File: src/rtl/piso_stream.sv
// -----------------------------------------------------------------------------
// piso_stream
//
// Parallel-in / serial-out converter on valid/ready streams. One DATAWIDTH
// word is accepted per input handshake and emitted as N = DATAWIDTH/LANEWIDTH
// output beats of LANEWIDTH bits each. dout_last marks the final beat of a
// word. A new word may be accepted in the same cycle the final beat of the
// previous word is taken, so back-to-back words stream without a bubble.
//
// Parameters:
//   DATAWIDTH  input word width (must be a multiple of LANEWIDTH)
//   LANEWIDTH  bits per output beat (1 = true bit-serial)
//   MSB_FIRST  0: least-significant lane first, 1: most-significant lane first
//
// Ports:
//   clk         clock, all logic on the rising edge
//   rst         synchronous reset, active-high
//   din_valid   input word valid
//   din_ready   block can accept a word this cycle
//   din_data    input word
//   dout_valid  output beat valid
//   dout_ready  downstream accepts the beat
//   dout_data   current lane
//   dout_last   high on the final beat of a word
//   dout_rail   (only with PISO_STREAM_DUAL_RAIL_EN) dual-rail encoding of the
//               lane during a transfer, all-zero spacer otherwise
//
// Optional feature macro: PISO_STREAM_DUAL_RAIL_EN
// -----------------------------------------------------------------------------
module piso_stream #(
  parameter int DATAWIDTH = 16,
  parameter int LANEWIDTH = 4,
  parameter bit MSB_FIRST = 1'b0
) (
  input  logic                   clk,
  input  logic                   rst,
  input  logic                   din_valid,
  output logic                   din_ready,
  input  logic [DATAWIDTH-1:0]   din_data,
  output logic                   dout_valid,
  input  logic                   dout_ready,
  output logic [LANEWIDTH-1:0]   dout_data,
  output logic                   dout_last
`ifdef PISO_STREAM_DUAL_RAIL_EN
  ,
  output logic [2*LANEWIDTH-1:0] dout_rail
`endif
);

  localparam int N        = DATAWIDTH / LANEWIDTH;
  localparam int CW       = (N > 1) ? $clog2(N) : 1;
  localparam logic [CW-1:0] LAST_CNT = CW'(N - 1);
  // With a single lane the register is never advanced; keep the shift
  // amount in range so the unused expression stays well formed.
  localparam int SHAMT    = (N > 1) ? LANEWIDTH : 0;

  typedef enum logic {
    IDLE  = 1'b0,
    SHIFT = 1'b1
  } state_t;

  state_t                 r_state;
  state_t                 w_state_nxt;
  logic [DATAWIDTH-1:0]   r_shift;
  logic [DATAWIDTH-1:0]   w_shift_nxt;
  logic [CW-1:0]          r_cnt;
  logic [CW-1:0]          w_cnt_nxt;
  logic                   w_in_fire;
  logic                   w_out_fire;
  logic                   w_last;
  logic                   w_busy;

  // Lane presented at the output end of the shift register.
  function automatic logic [LANEWIDTH-1:0] f_lane(input logic [DATAWIDTH-1:0] word);
    if (MSB_FIRST) begin
      return word[DATAWIDTH-1 -: LANEWIDTH];
    end else begin
      return word[LANEWIDTH-1:0];
    end
  endfunction

  // Move the next lane to the output end, zero-filling behind it.
  function automatic logic [DATAWIDTH-1:0] f_advance(input logic [DATAWIDTH-1:0] word);
    if (N == 1) begin
      return '0;
    end else if (MSB_FIRST) begin
      return word << SHAMT;
    end else begin
      return word >> SHAMT;
    end
  endfunction

  assign w_busy     = (r_state == SHIFT);
  assign w_last     = w_busy & (r_cnt == LAST_CNT);
  assign w_out_fire = w_busy & dout_ready;
  // The only combinational dout_ready -> din_ready path: the slot frees up
  // exactly when the final beat of the current word is taken.
  assign din_ready  = ~rst & (~w_busy | (w_out_fire & w_last));
  assign w_in_fire  = din_valid & din_ready;

  // State register
  always_ff @(posedge clk) begin
    if (rst) begin
      r_state <= IDLE;
      r_cnt   <= '0;
      r_shift <= '0;
    end else begin
      r_state <= w_state_nxt;
      r_cnt   <= w_cnt_nxt;
      r_shift <= w_shift_nxt;
    end
  end

  // Next-state logic
  always_comb begin
    w_state_nxt = r_state;
    w_shift_nxt = r_shift;
    w_cnt_nxt   = r_cnt;
    case (r_state)
      IDLE: begin
        if (w_in_fire) begin
          w_shift_nxt = din_data;
          w_cnt_nxt   = '0;
          w_state_nxt = SHIFT;
        end
      end
      SHIFT: begin
        if (w_out_fire) begin
          if (!w_last) begin
            w_shift_nxt = f_advance(r_shift);
            w_cnt_nxt   = r_cnt + CW'(1);
          end else if (w_in_fire) begin
            // Reload on the final beat: next word starts without a bubble.
            w_shift_nxt = din_data;
            w_cnt_nxt   = '0;
          end else begin
            w_state_nxt = IDLE;
          end
        end
      end
      default: begin
        w_state_nxt = IDLE;
      end
    endcase
  end

  // Output logic; everything is a function of registered state only, so
  // dout_* never depend on dout_ready and hold stable under backpressure.
  always_comb begin
    dout_valid = w_busy;
    dout_last  = w_last;
    dout_data  = w_busy ? f_lane(r_shift) : '0;
  end

`ifdef PISO_STREAM_DUAL_RAIL_EN
  // Dual-rail pair per lane bit: (true, false) rails, both low as spacer.
  for (genvar gi = 0; gi < LANEWIDTH; gi++) begin : g_rail
    assign dout_rail[2*gi]   =  dout_data[gi] & w_out_fire;
    assign dout_rail[2*gi+1] = ~dout_data[gi] & w_out_fire;
  end
`endif

endmodule

File: config.mk
export PLATFORM = sky130hd
export DESIGN_NAME = piso_stream
export DESIGN_NICKNAME = d
export VERILOG_FILES = /design/src/rtl/piso_stream.sv
export SDC_FILE = /design/constraint.sdc
export NUM_CORES = 1
export LEC_CHECK = 0
export CORE_UTILIZATION = 45
export DETAILED_ROUTE_END_ITERATION = 10
export PLACE_DENSITY = 0.79
export REMOVE_ABC_BUFFERS = 1
export SETUP_SLACK_MARGIN = 0.5
export SLEW_MARGIN = 20
export SYNTH_ARGS = -nofsm -noshare
export SYNTH_HDL_FRONTEND = slang
export SYNTH_SLANG_ARGS = --single-unit
export TNS_END_PERCENT = 100
File: constraint.sdc
create_clock -name clk -period 1.4 [get_ports clk]
set_input_delay 0.21 -clock clk [delete_from_list [all_inputs] [get_ports clk]]
set_output_delay 0.21 -clock clk [all_outputs]
set_load 0.01 [all_outputs]
==> results.md, run 1 <==
Outcome:
- The flow ran to the end, and the final reports show no timing, DRC or antenna violations.

Setup path:
- In this run the worst setup path begins at r_cnt[1]$_SDFFE_PP0P_.
- The number of cells on the worst reg-to-reg path is 5.
- STA classifies the critical path startpoint as a register.
- The critical path buffer and inverter count is 1.
- The end of the worst register-to-register path is r_shift[11]$_SDFFE_PP0P_.
- STA classifies the critical path endpoint as a register.
- The critical path is of the register to register type.
- The family of cells with the greatest summed delay on the critical path is flip-flops.
- Counting buffers and inverters, the worst setup path is 5 cells deep.
- The slowest stage of the critical path is the dfxtp_2 cell.
- The setup check on the worst reg-to-reg path leaves a slack of about 0.0062 ns.
- The startpoint identified for the worst register-to-register timing path is r_cnt[1]$_SDFFE_PP0P_.
- At the worst endpoint, the arrival time is 1.60 ns.
- The maximum single-stage delay on the critical path is 0.36 ns.
- Walking the worst path, the cells encountered are ha_4 -> nand3b_1 -> buf_6 -> o21a_1 -> o221a_1.
- STA puts the critical path data required time at about 1.6 ns.
- The largest fanout of any net on the critical path is 5.

Synth:
- Measured against the total synthesized area, the mux share comes to 0.
- The combinational family with the most area after synthesis is compound AO/OA/AOI/OAI gates.
- The mapped netlist covers between 800 and 900 um2.
- After synthesis, the mean cell area works out to around 11 um2.
- The simple-gate area share of the yosys netlist is 0.131.
- The number of cells produced by synthesis is 85.
- The number of synthesis warnings is 0.
- The flip-flop and latch count after synthesis is 19.
- Of the total synthesized cell area, the portion taken by XOR and XNOR cells is 0.
- For this run, the register share of the synthesized area comes to 0.425.
- The share of the synthesized area in compound gates (AO/OA/AOI/OAI) is 0.358.
- Counting distinct cell types in the post-synthesis netlist gives 28.
- The adder-cell share of the synthesized area is 0.0140.

STA:
- Setup repair after global routing could not meet its margin everywhere.
- Between clock sinks in the finished design, the worst skew comes to 0.00888 ns.
- Of the available clock period, the critical path in the final layout requires 0.996.
- The final number of hold-violating endpoints is 0.
- At the pin with the least slew margin, the transition time is roughly 0.25 ns.
- Setup violations remaining at the end of the flow were counted as 0.
- Measured against its own limit, the worst slew margin works out to 0.833.
- The max-slew violation count came to 0.
- The minimum clock period after layout is about 1.4 ns.
- For this run, the top clock speed supported by timing is between 700 and 800 MHz.
- The worst setup slack after layout is between 0.006 and 0.007 ns.

Global routing:
- The number of antenna violations at the first check in global routing was 0.
- The overall global routing resource usage is 0.225.
- The maximum number of pins on one net before global-route repair is 18.
- The first-pass GRT wire length is 3.35 mm.
- The via count of the first global-routing pass is between 700 and 800.
- The global-route congestion overflow total is 0.

CTS:
- The tree is rooted in a clkbuf_4.
- The clock-pin slew reported for the worst setup and hold paths after clock tree synthesis is 0.12 ns.
- The clock sink count is 19.
- Buffers inserted during clock tree synthesis total 3.
- The largest buffer count on any clock path is 2.
- For the worst-skew pair, the clock arrives at the later sink with an insertion delay of ~0.3 ns.
- TritonCTS built the clock tree.
- The deepest level of the CTS H-tree is 1.

Final layout:
- The final layout contains roughly 150 nets.
- In the final layout, flip-flops and latches occupy ~380 um2.
- The layout filler cell count is about 120.
- Of the cells placed in the final design, the portion with a size suffix greater than 1 is 0.446.
- The number of diodes added for antenna fixing is 0.
- The multi-input combinational cell area is 534 um2.
- Relative to the synthesized area, the layout overhead comes to 62.6%.

Pwr:
- The largest vdd supply drop is between 0.6 and 0.7 mV.
- For this design the ratio of total power to cell area is roughly 850 nW/um2.
- The design draws 0.00123 W.
- The leakage power figure is slightly above 0.6 nW.

Floorplanning:
- The standard cell core area is approximately 1800 um2.
- The starting density of the core is 0.497.
- The floorplan has 15 rows.
- The I/O pin total is 27.
- The overall die width is 46.6 um.
- The floorplan step defined a die boundary enclosing ~2200 um2.
- The die is approximately 47 um tall.

Job:
- The tool flagged a number of max-cap violations equal to 0.

Placed design:
- Timing analysis after detailed placement gives a worst setup slack of -0.283 ns.
- The port buffer count is 26.
- The global placer's final weighted congestion is ~0.80.
- The total half-perimeter wirelength after legalization and detailed placement is about 1.3 mm.

Drt:
- For this run, design rule violations remaining after detail routing come to 0.
- The total wire length is between 2 and 3 mm.
- The via count is 875.
- Dividing the detail-routed via count by the number of cells gives roughly 5.6.
- The number of DRC markers after the initial detailed-route iteration is 29.
- The number of nets with antenna violations after detailed routing is 0.
- The number of search-and-repair iterations in the first detailed-routing pass is 4.
- In the final routed layout, each cell accounts on average for 16.4 um.

Hold path:
- The worst hold path endpoint is r_shift[14]$_SDFFE_PP0P_.
- The type of the most critical hold path is input port to register.
- The worst hold path was traced through 3 stages.
- The start point of the worst min-delay path is din_data[14].
==> where the power goes <==
group	leakage, nW	switching [W]	internal, W
clock	0.0150	0.000175	0.000111
sequential	0.158	0.0000260	0.000585
combinational	0.438	0.000134	0.000203
total	0.611	0.000336	0.000898
==> cell usage after synthesis <==
cell type,instances,share of area
nand2_4,1,0.013
a21boi_0,1,0.0084
buf_6,3,0.038
a21oi_4,1,0.018
ha_1,1,0.014
and3_1,2,0.014
nand3b_1,1,0.0084
buf_1,1,0.0042
o221a_2,5,0.063
nand2b_1,2,0.014
and3b_1,1,0.0098
a21oi_1,5,0.028
dfxtp_1,19,0.42
nand2_1,3,0.013
and2b_4,1,0.011
o32ai_1,3,0.029
a32o_1,1,0.011
nand3_1,1,0.0056
a22o_1,1,0.0098
o21a_1,9,0.075
o211ai_1,1,0.0084
and2_1,5,0.035
o221a_1,7,0.088
buf_2,1,0.0056
clkbuf_1,1,0.0042
nor2_1,2,0.0084
a21bo_4,1,0.018
inv_1,5,0.021
==> worst register-to-register path: stages, from the launching register on <==
cell and delay, ns:
dfxtp_2 0.36, ha_4 0.17, nand3b_1 0.27, buf_6 0.20, o21a_1 0.19, o221a_1 0.11
==> placed cells by master (no fill, tap or decap), types with 2 or more instances in the layout <==
cell and n:
buf_4 12, clkdlybuf4s50_1 18, nand2b_1 2, and2_4 4, buf_2 2, o21a_1 9
nand2_1 3, o32ai_2 2, o221a_2 5, buf_6 11, a21oi_2 4, clkbuf_4 3
and3_1 2, dfxtp_2 3, nor2_1 2, o221a_1 7, inv_1 5, dfxtp_1 16
==> logic make-up (layout without fill, tap and decap cells) <==
family | after synthesis | in the layout
flops | 19 | 19
compound gates | 35 | 35
buf+inv | 11 | 55
fa+ha+maj | 1 | 1
simple gates | 19 | 20
==> metal layers <==
layer  track usage  vias up  part of all wire
met5             0        -                 0
met4         0.109        0             0.031
met3        0.0471       12             0.063
met2         0.389       46              0.51
met1         0.259      404              0.40
li1              -      413                 -
==> area by class of cell <==
type,instances,share of cell area
clock buffers,4,0.0180
inverters,5,0.0129
flip-flops and latches,19,0.264
multi-input cells,56,0.367
repair buffers,46,0.317
well taps,25,0.0215
==> state kept, by name, indices dropped and copies added (netlist names) <==
name	flops
r_cnt	2
dout_valid	1
r_shift	16
==> per-stage QoR <==
stage          hold WS (ns)   util  setup TNS (ns)  instances  area [um2]
2_1_floorplan         0.279      -         -0.0777         79         850
3_3_place_gp          0.469  0.696           -3.92        145        1250
3_5_place_dp          0.476  0.696           -4.47        145        1250
4_1_cts               0.476  0.754               0        152        1360
5_1_grt               0.493  0.808         -0.0685        155        1460
6_report              0.478  0.808               0        155        1460
==> timing repair <==
action | CTS | global route
buffers inserted | 3 | 1
hold buffers | 0 | 0
setup endpoints to repair | 26 | 26
pin swaps | 8 | 8
gates cloned | 0 | 2
gates resized for setup | 47 | 14
==> worst max path at each step <==
stage | end
after floorplan | r_cnt[0]$_SDFFE_PP0P_
final | r_shift[11]$_SDFFE_PP0P_
after global routing | r_shift[6]$_SDFFE_PP0P_
after global placement | r_shift[6]$_SDFFE_PP0P_
after detailed placement | r_shift[3]$_SDFFE_PP0P_
after CTS | din_ready
(Power assumes the default switching activity.)
==> inputs of run 2 (changes only) <==
CTS_BUF_LIST = sky130_fd_sc_hd__clkbuf_8 sky130_fd_sc_hd__clkbuf_16   (was not set)
SKIP_LAST_GASP = 1   (was not set)
==> run 2 against run 1 <==
Register-to-register slack gained 0.05 ns. Setup slack improved by 0.046 ns. Count of clock-buffer cells in the layout down 1. Routed wire length fell by 18%. Die area did not move. Cell count down 0.65%. Critical path type unchanged. Largest cell class unchanged. Largest power group unchanged. Highest routed layer is now met3.
==> results.md, run 2 (synthesis results as in run 1) <==
CTS:
- The clock root buffer is clkbuf_8.
- The hold buffer count at CTS is 0 (unchanged).
- The TritonCTS clock tree is done.
- The number of buffers inserted during clock tree synthesis came to 3 (unchanged).
- The clock-pin slew reported for the worst setup and hold paths after clock tree synthesis was 0.07 ns (-0.05 ns).
- The clock sink count came to 19 (unchanged).
- The deepest level of the CTS H-tree came to 1 (unchanged).
- The largest buffer count on any clock path is 2 (unchanged).
- The insertion delay to the later sink of the worst-skew pair is 0.26 ns (-0.04 ns).

Setup path:
- The family of cells with the greatest summed delay on the critical path is flip-flops.
- The largest fanout of any net on the critical path is 6 (+1).
- The maximum single-stage delay on the critical path is 0.34 ns (-0.02 ns).
- The signal on the critical path passes through ha_4 -> nand3b_1 -> buf_6 -> o21a_1 -> o221a_2.
- The critical path buffer and inverter count came to 1 (unchanged).
- The endpoint type of the worst setup path is a register.
- The arrival time at the worst endpoint is 1.50 ns (-0.10 ns).
- The worst setup path is launched from a register.
- The data required time of the critical path is 1.55 ns (-0.06 ns).
- For this design, the slowest cell found on the critical path is dfxtp_2.
- The critical path start-end classification is register to register.

Final layout:
- The final cell count without fillers was 154 (-0.65%).
- The commonest non-fill, non-tap cell in the layout is clkdlybuf4s50_1.
- The number of flip-flops in the largest register is 16 (unchanged).
- r_shift holds more flip-flops than any other register.
- The final design instance area without fill came to 1440 um2 (-0.95%).
- The fraction of the core area covered by cells at the end of the flow is 0.801 (-0.00764).
- The area growth from synthesis to layout is 61.0%.
- The layout filler cell count is 118 (unchanged).
- The final net count was 151 (-0.66%).
- The fraction of final layout cells sized beyond drive strength 1 is 0.403 (-0.0431).
- The number of diodes added for antenna fixing is 0 (unchanged).
- The library cells used most frequently in the layout, excluding fill and tap cells, are clkdlybuf4s50_1, dfxtp_1, buf_4, buf_6, o21a_1.

Placed design:
- The global placer's final weighted congestion is 0.800 (unchanged).
- The worst setup timing slack at the placement stage was -0.283 ns (unchanged).
- The cell area after placement is 1250 um2 (unchanged).
- The number of placed instances, taps included is 145 (unchanged).
- The port buffer count came to 26 (unchanged).
- The total half-perimeter wirelength after legalization and detailed placement is 1.34 mm (unchanged).

Global routing:
- The via count of the first global-routing pass is 745 (-0.27%).
- The global-route congestion overflow total came to 0 (unchanged).
- The first-pass GRT wire length came to 3.26 mm (-2.5%).
- The overall global routing resource usage is 0.213 (-0.0112).
- The maximum number of pins on one net before global-route repair is 18 (unchanged).
- The number of antenna violations at the first check in global routing is 0 (unchanged).

Drt:
- The number of vias per cell was 5.32 (-5.8%).
- The total wire length is 2.10 mm (-18%).
- The post-detailed-route DRC marker count is 0 (unchanged).
- The average routed wire per standard cell came to 13.6 um (-17%).
- The number of search-and-repair iterations in the first detailed-routing pass is 4 (unchanged).
- The via count came to 819 (-6.4%).
- The number of DRC markers after the initial detailed-route iteration was 17 (-41%).
- The number of nets with antenna violations after detailed routing is 0 (unchanged).

STA:
- The minimum clock period after layout is 1.35 ns (-0.0461 ns).
- The max-slew violation count came to 0 (unchanged).
- The final number of hold-violating endpoints is 0 (unchanged).
- The final worst clock skew is 0.00487 ns (-0.00401 ns).
- The transition at the pin with the smallest max-transition slack is 0.215 ns (-0.0347 ns).
- The worst max-slew margin expressed relative to the limit is 0.856 (+0.0234).
- The share of the clock period used by the worst path is 0.963 (-0.0330).
- The maximum frequency from static timing analysis is 742 MHz (+3.4%).
- Setup repair after global routing could not meet its margin everywhere.
- The worst setup slack after layout is 0.0524 ns (+0.0461 ns).
- The accumulated negative setup slack was 0 ns (unchanged).
- The final count of negative-setup-slack endpoints is 0 (unchanged).

Pwr:
- The largest vdd supply drop is 0.531 mV (-18%).
- The leakage power figure was 0.604 nW (-1.1%).
- The power per cell area is 904 nW/um2 (+6.7%).

Floorplanning:
- The placement row count is 15 (unchanged).
- The overall die width is 46.6 um (unchanged).
- The height of the die is 46.6 um (unchanged).
- The full die area is 2170 um2 (unchanged).
- The I/O pin total came to 27 (unchanged).
- The starting density of the core is 0.497 (unchanged).
- The standard cell core area is 1800 um2 (unchanged).

Hold path:
- The type of the most critical hold path is register to register.

Job:
- The number of violations of the max-capacitance limit came to 0 (unchanged).

Outcome:
- The flow ran to the end, and the final reports show no timing, DRC or antenna violations.
[run 2: tightest hold or removal path: cells and delay by family (launching register included)]
| family | cells | cell delay [ns] |
|---|---|---|
| buffers and inverters | 1 | 0.06 |
| AOI/OAI and AO/OA | 1 | 0.08 |
| DFF | 1 | 0.30 |
[run 2: power by group]
group | switching (W) | internal (W) | leakage [nW] | total [W]
clock network | 0.000183 | 0.000195 | 0.0269 | 0.000378
registers | 0.0000246 | 0.000585 | 0.158 | 0.000609
logic | 0.000119 | 0.000199 | 0.419 | 0.000318
total | 0.000326 | 0.000978 | 0.604 | 0.00130
[run 2: layout make-up]
type / instances / area (um2) / area share
multi-input combinational: 55 / 505 / 0.350
timing repair buffer: 46 / 458 / 0.317
sequential: 19 / 384 / 0.266
clock buffer: 3 / 41.3 / 0.0286
tap: 25 / 31.3 / 0.0217
inverter: 5 / 18.8 / 0.0130
clock inverter: 1 / 3.75 / 0.00260
[run 2: per-stage QoR]
stage,hold slack (ns),total power (W)
floorplan,0.279,0.000731
global placement,0.469,0.000864
detailed placement,0.476,0.000870
CTS,0.488,0.00126
global route,0.516,0.00136
finish,0.487,0.00130
[run 2: worst paths after layout]
| path | from | endpoint | slack, ns | cells after the start |
|---|---|---|---|---|
| worst min-delay path | r_shift[14]$_SDFFE_PP0P_ | r_shift[14]$_SDFFE_PP0P_ | 0.49 | 2 |
| worst max-delay path | r_cnt[1]$_SDFFE_PP0P_ | r_shift[5]$_SDFFE_PP0P_ | 0.05 | 5 |
| worst max register to register | r_cnt[1]$_SDFFE_PP0P_ | r_shift[5]$_SDFFE_PP0P_ | 0.05 | 5 |
| worst min register to register | r_shift[14]$_SDFFE_PP0P_ | r_shift[14]$_SDFFE_PP0P_ | 0.49 | 2 |
[run 2: what timing repair did]
item / in CTS / in global routing
pin swaps: 4 / 8
setup buffers: 3 / 1
resized for setup: 43 / 13
setup endpoints to repair: 26 / 26
gates cloned: 0 / 1
[run 2: routing by layer]
| layer | routed length (um) | up-vias | GRT usage |
|---|---|---|---|
| li1 | - | 413 | - |
| met1 | 988 | 384 | 0.259 |
| met2 | 1000 | 22 | 0.378 |
| met3 | 104 | 0 | 0.0471 |
| met4 | 0 | 0 | 0.0514 |
| met5 | 0 | - | 0 |
==> inputs of run 3 (changes only) <==
MAX_ROUTING_LAYER = met4   (was not set)
==> results of run 3 <==
Same layout as run 2: the final DEF is identical, and so are final timing and power.
Among the figures that moved: final weighted congestion in routability-driven placement 0.800 -> 0.811; via count of the first global-routing pass 745 -> 746; overall routing resource usage 0.213 -> 0.220
